`config.mk`:
```
export PLATFORM = sky130hd
export DESIGN_NAME = system_sysid_watchdog
export DESIGN_NICKNAME = d
export VERILOG_FILES = /design/src/rtl/system_sysid_pkg.sv /design/src/rtl/system_sysid_watchdog.sv
export SDC_FILE = /design/constraint.sdc
export NUM_CORES = 1
export LEC_CHECK = 0
export CAP_MARGIN = 15
export CORE_MARGIN = 2
export CORE_UTILIZATION = 55
export CTS_BUF_LIST = sky130_fd_sc_hd__clkbuf_8
export CTS_CLUSTER_SIZE = 10
export DETAILED_ROUTE_END_ITERATION = 10
export GPL_TIMING_DRIVEN = 0
export PLACE_DENSITY_LB_ADDON = 0.1
export SETUP_SLACK_MARGIN = 0.05
export SYNTH_ARGS = -nofsm -noshare
export SYNTH_HDL_FRONTEND = slang
export SYNTH_SLANG_ARGS = --single-unit
export TNS_END_PERCENT = 50
```
`constraint.sdc`:
```
create_clock -name clock -period 3.6 [get_ports clock]
set_input_delay 0.36 -clock clock [delete_from_list [all_inputs] [get_ports clock]]
set_output_delay 0.36 -clock clock [all_outputs]
set_load 0.1 [all_outputs]
```
`src/rtl/system_sysid_pkg.sv`:
```
// Shared types and constants for the boot-time system-ID checker.
package system_sysid_pkg;

  localparam int unsigned SYSID_DATA_W = 32;
  localparam int unsigned SYSID_WDOG_W = 16;

  localparam logic SYSID_ADDR_ID = 1'b0;
  localparam logic SYSID_ADDR_TS = 1'b1;

  // Must match the values baked into system_sysid by its generator script.
  localparam logic [SYSID_DATA_W-1:0] SYSID_DEFAULT_ID = 32'h12345678;
  localparam logic [SYSID_DATA_W-1:0] SYSID_DEFAULT_TS = 32'h548C83BC;

  typedef enum logic [1:0] {
    ST_IDLE  = 2'd0,
    ST_RD_ID = 2'd1,
    ST_RD_TS = 2'd2,
    ST_DONE  = 2'd3
  } sysid_state_e;

endpackage

```
`src/rtl/system_sysid_watchdog.sv`:
```
// Stall counter bounding a single Avalon read; expired flags the cycle the limit is hit.
module system_sysid_watchdog
  import system_sysid_pkg::*;
(
  input  logic                    clock,
  input  logic                    reset,
  input  logic                    clear,
  input  logic                    stall,
  input  logic [SYSID_WDOG_W-1:0] limit,
  output logic                    expired
);

  logic [SYSID_WDOG_W-1:0] count_q;

  assign expired = stall && (count_q == limit);

  always_ff @(posedge clock or posedge reset) begin
    if (reset) begin
      count_q <= '0;
    end else if (clear) begin
      count_q <= '0;
    end else if (stall && !expired) begin
      count_q <= count_q + SYSID_WDOG_W'(1);
    end
  end

endmodule

```
==> key figures <==
Run status
  – Run status: finished clean

Power
  – P_int: 291 uW
  – Net Sw Frac: 24.3%
  – LEAKAGE: 0.529 nW
  – Clock Power Share: 35.9%
  – Power Dens Cells: 274 nW/um^2
  – Worst VDD drop: 0.246 mV
  – Combinational share of power: 16.0%
  – Switching power: 93.4 uW
  – Sequential fraction of design power: 48.1%

STA
  – RSZ-0062 raised after global routing: false
  – Hold Fails Final Rpt: 0
  – Setup Viol. Count Final: 0
  – Crit share post-route: 83.0%
  – Maximum operating frequency: 335 MHz
  – Fin crit period: 2990 ps
  – Worst relative slew slack: 35.5%
  – Worst-Margin Slew: 964 ps
  – Fin. max-slew vios: 0
  – TNS Setup: 0 ps
  – Clock skew: 4.73 ps

Place
  – Dpl hpwl: 1.95 mm
  – Gp weighted congestion: 0.813
  – PortBufs: 20
  – Area after DPL: 1360 sq um

Worst setup path
  – Worst Setup Path Type: primary input to primary output
  – Nature of the critical path endpoint: primary output
  – Nature of the critical path startpoint: primary input
  – Critical path data arrival time: 2630 ps
  – Crit-path max FO: 2
  – Critical Path RT: 3240 ps

Synthesis
  – Synth Cell Area: 1130 sq um
  – Mean Syn Cell Area: 9.57 sq um
  – Seq/Total Area, Yosys: 35.4%
  – Post-synth top cells: dfrtp_1, xnor2_1, nor2_1, or3_1
  – Syn Nets: 139
  – Mapped Cells: 118
  – Synth top area share: 35.4%
  – Synthesized flop and latch total: 16
  – Netlist cell types: 32
  – Cell taking the most area after synthesis: dfrtp_1
  – Async SR Flop Fraction: 100%
  – Top post-synthesis cells by area: dfrtp_1, xnor2_1, or3_1, nor2_1, nand4_1
  – Ys flop type: dfrtp_1
  – Syn. warnings: 0
  – Number of synthesized flops with an enable pin: 0
  – Most common cell in the netlist: dfrtp_1

Floorplanning
  – Die area: 2430 sq um
  – Row count: 16
  – Die X: 49.3 um
  – # IOs: 21
  – Core area: 1940 sq um
  – Initial Util: 58.2%
  – Chip height: 49.3 um

Route
  – Post-DRT Antenna Nets: 0
  – Avg WL per Cell: 15.6 um
  – Iter 0 DRT Violations: 29
  – DRT Wirelength: 2.62 mm
  – Via/cell ratio: 6.01
  – DRC viols: 0
  – Pre-antenna DRT Iters: 4
  – Vias: 1009

Clock tree
  – CTS sink count: 16
  – Root buffer cell: clkbuf_8
  – Post-CTS Hold Fix Bufs: 0
  – Post-CTS setup buffer count: 0
  – Clk slew on worst S/H paths: 60 ps
  – Worst-skew pair later-pin latency: 250 ps
  – Deepest level of the CTS H-tree: 1
  – Total CTS buffers: 3
  – Bufs on Longest Clock Path: 2
  – Post-CTS sizing: 0
  – CTS tree: built

Final layout
  – Register area: 400 sq um
  – Cell area after layout: 1410 sq um
  – Nets@finish: 164
  – Final Core Density: 72.4%
  – Largest register FFs: 16
  – Layout cell share with drive strength beyond 1: 14.2%
  – Top flop regs: count_q: 16 flops
  – Diode count: 0
  – Biggest register: count_q
  – Fillcell total: 146
  – Multi-input gate area: 671 sq um
  – Area grow syn2layout: 24.4%

Global route
  – All-Layer GR Usage: 23.8%
  – Vias in the first global route: 1005
  – Global-route wire length before repair: 4.40 mm
  – Initial antenna violation count: 0
  – Largest net degree at the start of global routing: 17
  – Global route total overflow: 0

Flow run
  – MaxCap Viol Count: 0

Hold path
  – Worst hold path type: primary input to asynchronous set/reset pin
## final timing paths
kind	slack (ps)	endpoint	cells past startpoint	startpoint
worst max-delay path	610	expired	6	limit[10]
worst max register to register	1430	count_q[1]	7	count_q[10]
max in group asynchronous	2710	count_q[10]	2	reset
worst min register to register	600	count_q[1]	2	count_q[1]
worst min-delay path	480	count_q[13]	2	reset
min in group clock	600	count_q[1]	2	count_q[1]
## through the flow
stage | total power [mW] | hold slack (ps) | setup WS [ps] | instances
4_1_cts | 0.381 | 511 | 606 | 168
3_3_place_gp | 0.249 | 582 | 629 | 165
6_report | 0.385 | 483 | 612 | 168
2_1_floorplan | 0.220 | 274 | 1560 | 118
5_1_grt | 0.397 | 562 | 534 | 168
3_5_place_dp | 0.251 | 601 | 616 | 165
## worst max-delay path: stages
cell	delay (ps)
clkdlybuf4s50_1	410
xnor2_1	200
nand4_1	220
nor2_1	150
and3_1	160
clkdlybuf4s50_1	1120
## area by class of cell
type	count	share of cell area, %
buffer	5	3.12
inverter	4	1.07
sequential	16	28.5
multi-input combinational	93	47.7
timing repair buffer	20	14.2
tap	27	2.40
clock buffer	3	2.94
## power by group through the flow
stage,Sequential [mW],Clock [mW],Combinational [mW]
detailed placement,0.188,0,0.0621
global placement,0.188,0,0.0602
floorplan,0.188,0,0.0322
global route,0.185,0.144,0.0677
CTS,0.185,0.134,0.0624
finish,0.185,0.138,0.0616
## kinds of logic (layout without fill, tap and decap cells)
kind of cell | Yosys count | count (layout) | share of synthesized area [%]
simple gates | 49 | 49 | 25.8
buf+inv | 9 | 32 | 5.20
flops | 16 | 16 | 35.4
mux | 5 | 5 | 5.54
fa+ha+maj | 1 | 1 | 1.11
compound gates | 21 | 21 | 13.1
xor+xnor | 17 | 17 | 13.8
## layout by cell type, fill, tap and decap left out, types with 3 or more instances in the layout
cell / count
or4_1: 3
or3_1: 8
dfrtp_1: 16
nor2b_1: 4
inv_1: 4
clkdlybuf4s50_1: 20
nand2_1: 3
nand3_1: 5
xnor2_1: 15
a21oi_2: 3
nor2_1: 11
a21oi_1: 7
clkbuf_8: 3
nand4_1: 6
o21ai_1: 7
## metal layers
| layer | routed length [um] | up-vias | GRT usage, % |
|---|---|---|---|
| met1 | 1120 | 486 | 28.0 |
| met3 | 123 | 7 | 3.37 |
| li1 | - | 474 | - |
| met2 | 1330 | 42 | 44.1 |
| met4 | 38 | 0 | 7.14 |
| met5 | 0 | - | 0 |
Power figures use the tool's default switching activity.
